File: src/rtl/voter_pkg.sv
// ----------------------------------------------------------------------------
// voter_pkg
// Shared definitions for the streaming majority voter.
//   clog2()      : ceiling log2, usable in constant expressions
//   N_BITS_DEF   : default vote vector width (1001)
//   W_DEF        : default beat width (32)
//   NBEATS       : beats per vector for the default widths
//   CNT_W        : population count width for the default widths
//   LAST_BITS    : counted bits in the final beat for the default widths
//   state_t      : voter FSM states {ACCUM, DONE}
// ----------------------------------------------------------------------------
package voter_pkg;

    function automatic int clog2(input int value);
        int r;
        r = 0;
        for (int i = 0; i < 31; i++) begin
            if ((1 << i) < value) begin
                r = i + 1;
            end
        end
        return r;
    endfunction

    localparam int N_BITS_DEF = 1001;
    localparam int W_DEF      = 32;
    localparam int NBEATS     = (N_BITS_DEF + W_DEF - 1) / W_DEF;
    localparam int CNT_W      = clog2(N_BITS_DEF + 1);
    localparam int LAST_BITS  = N_BITS_DEF - (NBEATS - 1) * W_DEF;

    typedef enum logic {
        ACCUM = 1'b0,
        DONE  = 1'b1
    } state_t;

endpackage

File: src/rtl/voter_popcount.sv
// ----------------------------------------------------------------------------
// voter_popcount
// Combinational popcount of a W-bit word after masking.
//   i_data  [W-1:0]     : word to count
//   i_mask  [W-1:0]     : bit i is counted only when i_mask[i] is 1
//   o_count [PC_W-1:0]  : number of counted ones, PC_W = clog2(W+1)
// ----------------------------------------------------------------------------
module voter_popcount
    import voter_pkg::*;
#(
    parameter  int W    = W_DEF,
    localparam int PC_W = clog2(W + 1)
) (
    input  logic [W-1:0]    i_data,
    input  logic [W-1:0]    i_mask,
    output logic [PC_W-1:0] o_count
);

    always_comb begin
        o_count = '0;
        for (int i = 0; i < W; i++) begin
            o_count = o_count + PC_W'(i_data[i] & i_mask[i]);
        end
    end

endmodule

File: src/rtl/voter_stream.sv
// ----------------------------------------------------------------------------
// voter_stream
// Streaming majority voter. An N_BITS vote vector arrives as NBEATS beats of
// W bits (beat k holds vector bits [k*W+W-1:k*W], LSB first). The ones are
// accumulated and the decision (2*count > N_BITS) plus the count are returned.
//
// Handshake: on both streams a transfer happens on a rising clock edge where
// valid and ready are both 1. A source holds valid and payload stable until
// the transfer; in_ready depends only on the FSM state, never on in_valid.
//
// Ports:
//   clk, rst_n          : clock, synchronous active-low reset
//   in_valid/in_ready   : beat stream handshake
//   in_data [W-1:0]     : beat payload (padding above the vector is ignored)
//   in_last             : final beat marker (used only with error checking)
//   out_valid/out_ready : result stream handshake
//   out_vote            : majority decision
//   out_count [CNT_W-1:0]: number of ones in the vector
//   out_err             : framing error flag
//   dbg_state           : current FSM state, for observation only
//
// Build option: define VOTER_STREAM_ERR_EN to terminate vectors on in_last
// and flag framing errors; otherwise termination is by beat count and
// out_err is 0.
// ----------------------------------------------------------------------------
module voter_stream
    import voter_pkg::*;
#(
    parameter  int N_BITS = N_BITS_DEF,
    parameter  int W      = W_DEF,
    localparam int CNT_W  = clog2(N_BITS + 1)
) (
    input  logic             clk,
    input  logic             rst_n,
    input  logic             in_valid,
    output logic             in_ready,
    input  logic [W-1:0]     in_data,
    input  logic             in_last,
    output logic             out_valid,
    input  logic             out_ready,
    output logic             out_vote,
    output logic [CNT_W-1:0] out_count,
    output logic             out_err,
    output state_t           dbg_state
);

    localparam int L_NBEATS    = (N_BITS + W - 1) / W;
    localparam int L_LAST_BITS = N_BITS - (L_NBEATS - 1) * W;
    localparam int L_PC_W      = clog2(W + 1);
    localparam int L_BEAT_W    = (L_NBEATS > 1) ? clog2(L_NBEATS) : 1;

    state_t               r_state;
    state_t               w_state_next;
    logic [CNT_W-1:0]     r_cnt;
    logic [L_BEAT_W-1:0]  r_beat;
    logic                 r_vote;
    logic [CNT_W-1:0]     r_count;
    logic                 r_err;

    logic                 w_is_last_beat;
    logic                 w_term;
    logic                 w_err;
    logic                 w_accept;
    logic                 w_consume;
    logic [W-1:0]         w_mask;
    logic [L_PC_W-1:0]    w_pc;
    logic [CNT_W-1:0]     w_sum;
    logic [CNT_W:0]       w_twice;
    logic                 w_vote;

    assign w_is_last_beat = (r_beat == L_BEAT_W'(L_NBEATS - 1));

`ifdef VOTER_STREAM_ERR_EN
    // Either marker ends the vector; it is well framed only when both agree.
    assign w_term = w_is_last_beat || in_last;
    assign w_err  = w_is_last_beat != in_last;
`else
    logic w_unused_in_last;
    assign w_unused_in_last = in_last;
    assign w_term = w_is_last_beat;
    assign w_err  = 1'b0;
`endif

    // Only the low L_LAST_BITS of the final beat belong to the vector.
    always_comb begin
        w_mask = '0;
        for (int i = 0; i < W; i++) begin
            w_mask[i] = !w_is_last_beat || (i < L_LAST_BITS);
        end
    end

    voter_popcount #(.W(W)) u_popcount (
        .i_data  (in_data),
        .i_mask  (w_mask),
        .o_count (w_pc)
    );

    assign w_sum   = r_cnt + CNT_W'(w_pc);
    assign w_twice = {w_sum, 1'b0};
    assign w_vote  = w_twice > (CNT_W + 1)'(N_BITS);

    // FSM state register
    always_ff @(posedge clk) begin
        if (!rst_n) begin
            r_state <= ACCUM;
        end else begin
            r_state <= w_state_next;
        end
    end

    // FSM next state and handshake outputs
    always_comb begin
        w_state_next = r_state;
        in_ready     = 1'b0;
        out_valid    = 1'b0;
        case (r_state)
            ACCUM: begin
                in_ready = 1'b1;
                if (in_valid && w_term) begin
                    w_state_next = DONE;
                end
            end
            DONE: begin
                out_valid = 1'b1;
                if (out_ready) begin
                    w_state_next = ACCUM;
                end
            end
            default: w_state_next = ACCUM;
        endcase
    end

    assign w_accept  = in_valid && in_ready;
    assign w_consume = out_valid && out_ready;

    // Accumulator and result registers
    always_ff @(posedge clk) begin
        if (!rst_n) begin
            r_cnt   <= '0;
            r_beat  <= '0;
            r_vote  <= 1'b0;
            r_count <= '0;
            r_err   <= 1'b0;
        end else if (w_consume) begin
            r_cnt  <= '0;
            r_beat <= '0;
        end else if (w_accept) begin
            r_cnt  <= w_sum;
            r_beat <= r_beat + 1'b1;
            if (w_term) begin
                r_count <= w_sum;
                r_vote  <= w_vote;
                r_err   <= w_err;
            end
        end
    end

    assign out_vote  = r_vote;
    assign out_count = r_count;
    assign out_err   = r_err;
    assign dbg_state = r_state;

endmodule

File: config.mk
export PLATFORM = sky130hd
export DESIGN_NAME = voter_stream
export DESIGN_NICKNAME = d
export VERILOG_FILES = /design/src/rtl/voter_pkg.sv /design/src/rtl/voter_popcount.sv /design/src/rtl/voter_stream.sv
export SDC_FILE = /design/constraint.sdc
export NUM_CORES = 1
export LEC_CHECK = 0
export CAP_MARGIN = 20
export CORE_MARGIN = 2
export CORE_UTILIZATION = 40
export CTS_CLUSTER_DIAMETER = 120
export DETAILED_ROUTE_END_ITERATION = 10
export PLACE_DENSITY_LB_ADDON = 0.15
export SYNTH_ARGS = -nofsm -noshare
export SYNTH_HDL_FRONTEND = slang
export SYNTH_SLANG_ARGS = --single-unit
File: constraint.sdc
create_clock -name clk -period 9.55 [get_ports clk]
set_clock_uncertainty 0.1 [all_clocks]
set_input_delay 1.4325 -clock clk [delete_from_list [all_inputs] [get_ports clk]]
set_output_delay 1.4325 -clock clk [all_outputs]
set_load 0.02 [all_outputs]
Word-level counts from Yosys, hierarchy flattened

Cells that the tools add are included.

Bits in registers: 27
Input port bits: 37
Output and inout bits: 15
Word-level logic and storage cells: 77

Add/subtract/negate cells: 33
Magnitude comparators: 1
Equality and inequality tests: 1
Multiplexer cells: 5
Bitwise logic cells: 26
Reductions and logical operators: 6

Operators with widths:

| cell                                                                               | number |
|---|---|
| 6-bit adder                                                                        | 23 |
| 6-bit by 1-bit adder with 6-bit output                                             | 7 |
| 1-bit bitwise AND                                                                  | 23 |
| 11-bit by 10-bit greater-than comparator with 1-bit output (second input constant) | 1 |
| 10-bit by 6-bit adder with 10-bit output                                           | 1 |
| 5-bit by 1-bit adder with 5-bit output (second input constant)                     | 1 |
| 5-bit == test (second input constant)                                              | 1 |
| 1-bit two-way mux                                                                  | 4 |
| 1-bit logical AND                                                                  | 3 |
| 1-bit NOT                                                                          | 3 |
| 3-bit AND reduction                                                                | 1 |
| 1-bit by 1-bit adder with 2-bit output                                             | 1 |
| 1-bit one-hot mux with 2 select lines                                              | 1 |
| 2-bit OR reduction                                                                 | 1 |
| 1-bit logical NOT                                                                  | 1 |

Logic depth before layout (Yosys ltp)

Depth after elaboration: 33
Mapped depth: 28
Depth with buffers taken out: 26

Cells and area by module

A second synthesis with hierarchy kept.

Cell total of the unflattened synthesis: 283
Area total of the unflattened synthesis: 2359.8 µm²

Modules (own cells, without submodules):

| module         | times used | cells an instance | area an instance (µm²) | sequential area each (µm²) |
|---|---|---|---|---|
| voter_stream   | 1          | 184               | 1453.9                 | 540.5 |
| voter_popcount | 1          | 99                | 905.9                  | 0.0 |

Least setup slack after synthesis

No wires, ideal clock.

Kind: input-to-reg
Start point: input in_data[0]
End point: register r_vote (netlist: out_vote)
Library setup time: 0.126 ns
Data arrival time: 7.212 ns
Data required time: 9.324 ns
Path slack: 2.111 ns
Cell stages on the path: 22
Buffers on the path: 0
Cells stage by stage: ha_1 inv_1 fa_1 fa_1 fa_1 fa_1 fa_1 inv_1 fa_1 fa_1 inv_1 fa_1 inv_1 a21o_1 a21oi_1 xnor2_1 ha_1 a21oi_2 nor3b_1 or4b_1 o2111ai_1 o22ai_1

Longest elaborated chain between the ends: 33

Ends and longest elaborated chain:

| what                                                       | RTL line             | source |
|---|---|---|
| start, declared                                            | voter_stream.sv:37   | `input logic [W-1:0] in_data,` |
| 1-bit by 1-bit adder with 2-bit output                     | voter_popcount.sv:22 | `o_count = o_count + PC_W'(i_data[i] & i_mask[i]);` |
| 6-bit by 1-bit adder with 6-bit output (7 in series)       | voter_popcount.sv:22 |  |
| 6-bit adder (23 in series)                                 | voter_popcount.sv:22 |  |
| 10-bit by 6-bit adder with 10-bit output                   | voter_stream.sv:98   | `assign w_sum = r_cnt + CNT_W'(w_pc);` |
| 11-bit by 10-bit greater-than comparator with 1-bit output | voter_stream.sv:100  | `assign w_vote = w_twice > (CNT_W + 1)'(N_BITS);` |
| end signal, assigned                                       | voter_stream.sv:152  | `r_vote <= w_vote;` |
| end, declared                                              | voter_stream.sv:56   | `logic r_vote;` |

No other way between the ends.
A chain may end at the register's enable or synchronous reset.

Worst setup path in the final report

Same ends and word-level chain as after synthesis.

==> results.md <==
- Status: finished, final reports clean
- CTS tree: done
- Syn Area/Cell: 8.40 µm²
- Dominant cell type by area after synthesis: dfxtp_1
- Count of hold-fix buffers inserted at cts: 0
- Post-Syn Instances: 287
- Mapped Nets: 365
- Worst path arrival time: 8.03 ns
- Achievable clock frequency: 125 MHz
- Clock buffer depth: 2
- Pin count of the biggest net entering global routing: 26
- Vias in the first global route: 1785
- Final slew viol count: 0
- Post-route ant nets: 0
- Slew HR: 0.355
- Classification of the worst-slack hold path: reg -> reg
- Layout filler cell count: 570
- Synth area leaders: dfxtp_1 22%, fa_1 21%, ha_1 8.3%
- # diodes: 0
- Htree depth: 1
- Maxcap violations: 0
- CTS sink cnt: 27
- Clock latency on the worst-skew pair: 0.27 ns
- CP max stage delay: 0.54 ns
- Post-CTS Setup Bufs: 0
- Drt first pass iters: 4
- Critical path peak fanout: 6
- Slowest cell on crit path: fa_1
- Reg-to-Reg Start: r_beat[0]
- Layout cells sized above 1: 0.0275
- Synth Flop Type: dfxtp_1
- Global-route wire length before repair: 7.76 mm
- Reg clk slew, reported paths: 0.09 ns
- Async set or reset register ratio after synthesis: 0
- Post-synth top area share: 0.224
- Crit Path Category: in -> reg
- Chip height: 81.6 µm
- Die area: 6660 µm²
- Share of the yosys chip area belonging to registers: 0.224
- Fin. Hold Viols: 0
- Top-Level Pins: 52
- Root Driver: clkbuf_8
- Synth unique cells: 45
- Fin Setup TNS: 0 ns
- Worst Min Path Start: out_count[5]
- DR vias/cell: 4.89
- Post-synth EDFFs: 0
- Wire per inst: 11.6 µm
- Delay-heaviest family, CP: adder cells
- Worst Setup SP: in_data[0]
- Post-Syn Area: 2410 µm²
- Port Buffers: 49
- Synth-to-layout area growth: 23.5%
- Initial antenna violation count: 0
- R2R Setup Slk: 1.82 ns
- Startpoint types: primary input
- Most used cell, CP: fa_1
- Vias: 1965
- Post-DP HPWL: 3.83 mm
- Final setup fails: 0
- DIE WIDTH: 81.6 µm
- CP required: 9.60 ns
- CTS Buf Count: 3
- R2r worst-path depth: 25
- Final WL: 4.68 mm
- Reg-to-reg endpoint: out_vote
- Unrepaired setup endpoints after global routing: false
- Initial Util: 0.409
- Worst Setup End Kind: flip-flop
- Initial DRC count: 41
- Cts repair resizes: 0
- Worst hold endpoint: out_count[5]
- Routability cong.: 0.888
- Worst Path Buf+Inv: 5
- Overall routing resource usage: 0.149
- Tcrit/Tclk final: 0.835
- Fin nets: 406
- WHS: 0.358 ns
- Post-route DRC: 0
- Crit-path cells: clkdlybuf4s50_1 > ha_1 > inv_1 > fa_1 > fa_1 > fa_1 > fa_1 > fa_1 > inv_1 > fa_1 > fa_1 > inv_1 > fa_1 > inv_1 > a21o_1 > a21oi_1 > xnor2_1 > ha_1 > a21oi_2 > nor3b_1 > or4b_1 > o2111ai_1 > o22ai_1
- GRT overflow: 0
- Flop and latch count out of synthesis: 27
- Floorplan row count: 28
- Core area: 5890 µm²
- Final Critical Period: 7.98 ns
- Slew @ Worst Pin: 0.966 ns
- Yosys warning count: 0
- Worst Hold Depth: 2
## how the worst max path moves through the flow
stage	to	slack, ns	cells past startpoint
after floorplan	out_vote	2.11	22
after global placement	out_vote	1.33	23
after detailed placement	out_vote	1.22	23
after CTS	out_vote	1.50	23
after global routing	out_vote	1.27	23
final	out_vote	1.57	23
## final cells by class
type / instances / area [µm²] / share of cell area
multi-input combinational: 205 / 1650 / 0.554
inverter: 42 / 158 / 0.0530
sequential: 27 / 541 / 0.182
tap: 75 / 93.8 / 0.0315
clock buffer: 4 / 45.0 / 0.0151
timing repair buffer: 49 / 490 / 0.165
## cell usage after synthesis, drive strengths merged, types with 2 or more instances
cell / number
a211oi: 4
a21o: 3
a21oi: 26
and2: 3
and3: 2
buf: 7
clkbuf: 6
dfxtp: 27
fa: 25
ha: 16
inv: 41
nand2: 34
nand2b: 16
nand3: 2
nand3b: 2
nand4: 3
nor2: 10
nor2b: 12
nor3: 3
o2111ai: 3
o211ai: 4
o21ai: 8
o22ai: 3
or3: 2
or4: 2
xnor2: 5
xor2: 5
## layer usage
layer,GRT usage,up-vias,share of wire
met5,0,-,0
met4,0.0233,0,0.0049
met3,0.0330,4,0.033
met2,0.252,27,0.49
met1,0.198,921,0.47
li1,-,1013,-
## cells in the final DEF (no fill, tap or decap), types with 7 or more instances in the layout
cell type / n
nand2_1: 34
nor2b_1: 12
nor2_1: 10
nand2b_1: 16
a21oi_1: 24
o21ai_0: 7
inv_1: 41
ha_1: 16
dfxtp_1: 27
fa_1: 25
clkdlybuf4s50_1: 49
## cells by family after synthesis
logic type      after synthesis  share of synthesized area
compound gates               54                      0.137
xor+xnor                     10                     0.0363
fa+ha+maj                    41                      0.291
buf+inv                      55                     0.0914
flops                        27                      0.224
mux                           1                    0.00467
other cells                   1                    0.00156
simple gates                 98                      0.214
## state kept, by name, indices dropped and copies added (netlist names)
name	flops
out_vote	1
r_cnt	10
out_count	10
r_beat	5
dbg_state	1
## worst register-to-register path, cell delays in order, from the launching register on
cell and delay, ns:
dfxtp_1 0.38, ha_1 0.19, and3_1 0.17, ha_1 0.65, nor2b_1 0.16, fa_1 0.57
inv_1 0.05, fa_1 0.48, fa_1 0.54, fa_1 0.53, fa_1 0.54, inv_1 0.06
fa_1 0.51, fa_1 0.46, inv_1 0.08, fa_1 0.20, inv_1 0.05, a21o_1 0.17
a21oi_1 0.17, xnor2_1 0.14, ha_1 0.30, a21oi_2 0.30, nor3b_1 0.08, or4b_1 0.53
o2111ai_1 0.13, o22ai_1 0.11
## through the flow
step           setup WS (ns)  instances  cell area, µm²   util
6_report                1.57        402            2980  0.506
5_1_grt                 1.27        402            2980  0.506
4_1_cts                 1.50        402            2980  0.506
3_5_place_dp            1.22        398            2930  0.498
3_3_place_gp            1.33        398            2930  0.498
2_1_floorplan           2.11        287            2410      -
Power is not shown: default switching activity piles up to over one toggle a cycle in this logic, so the estimate is an artifact.
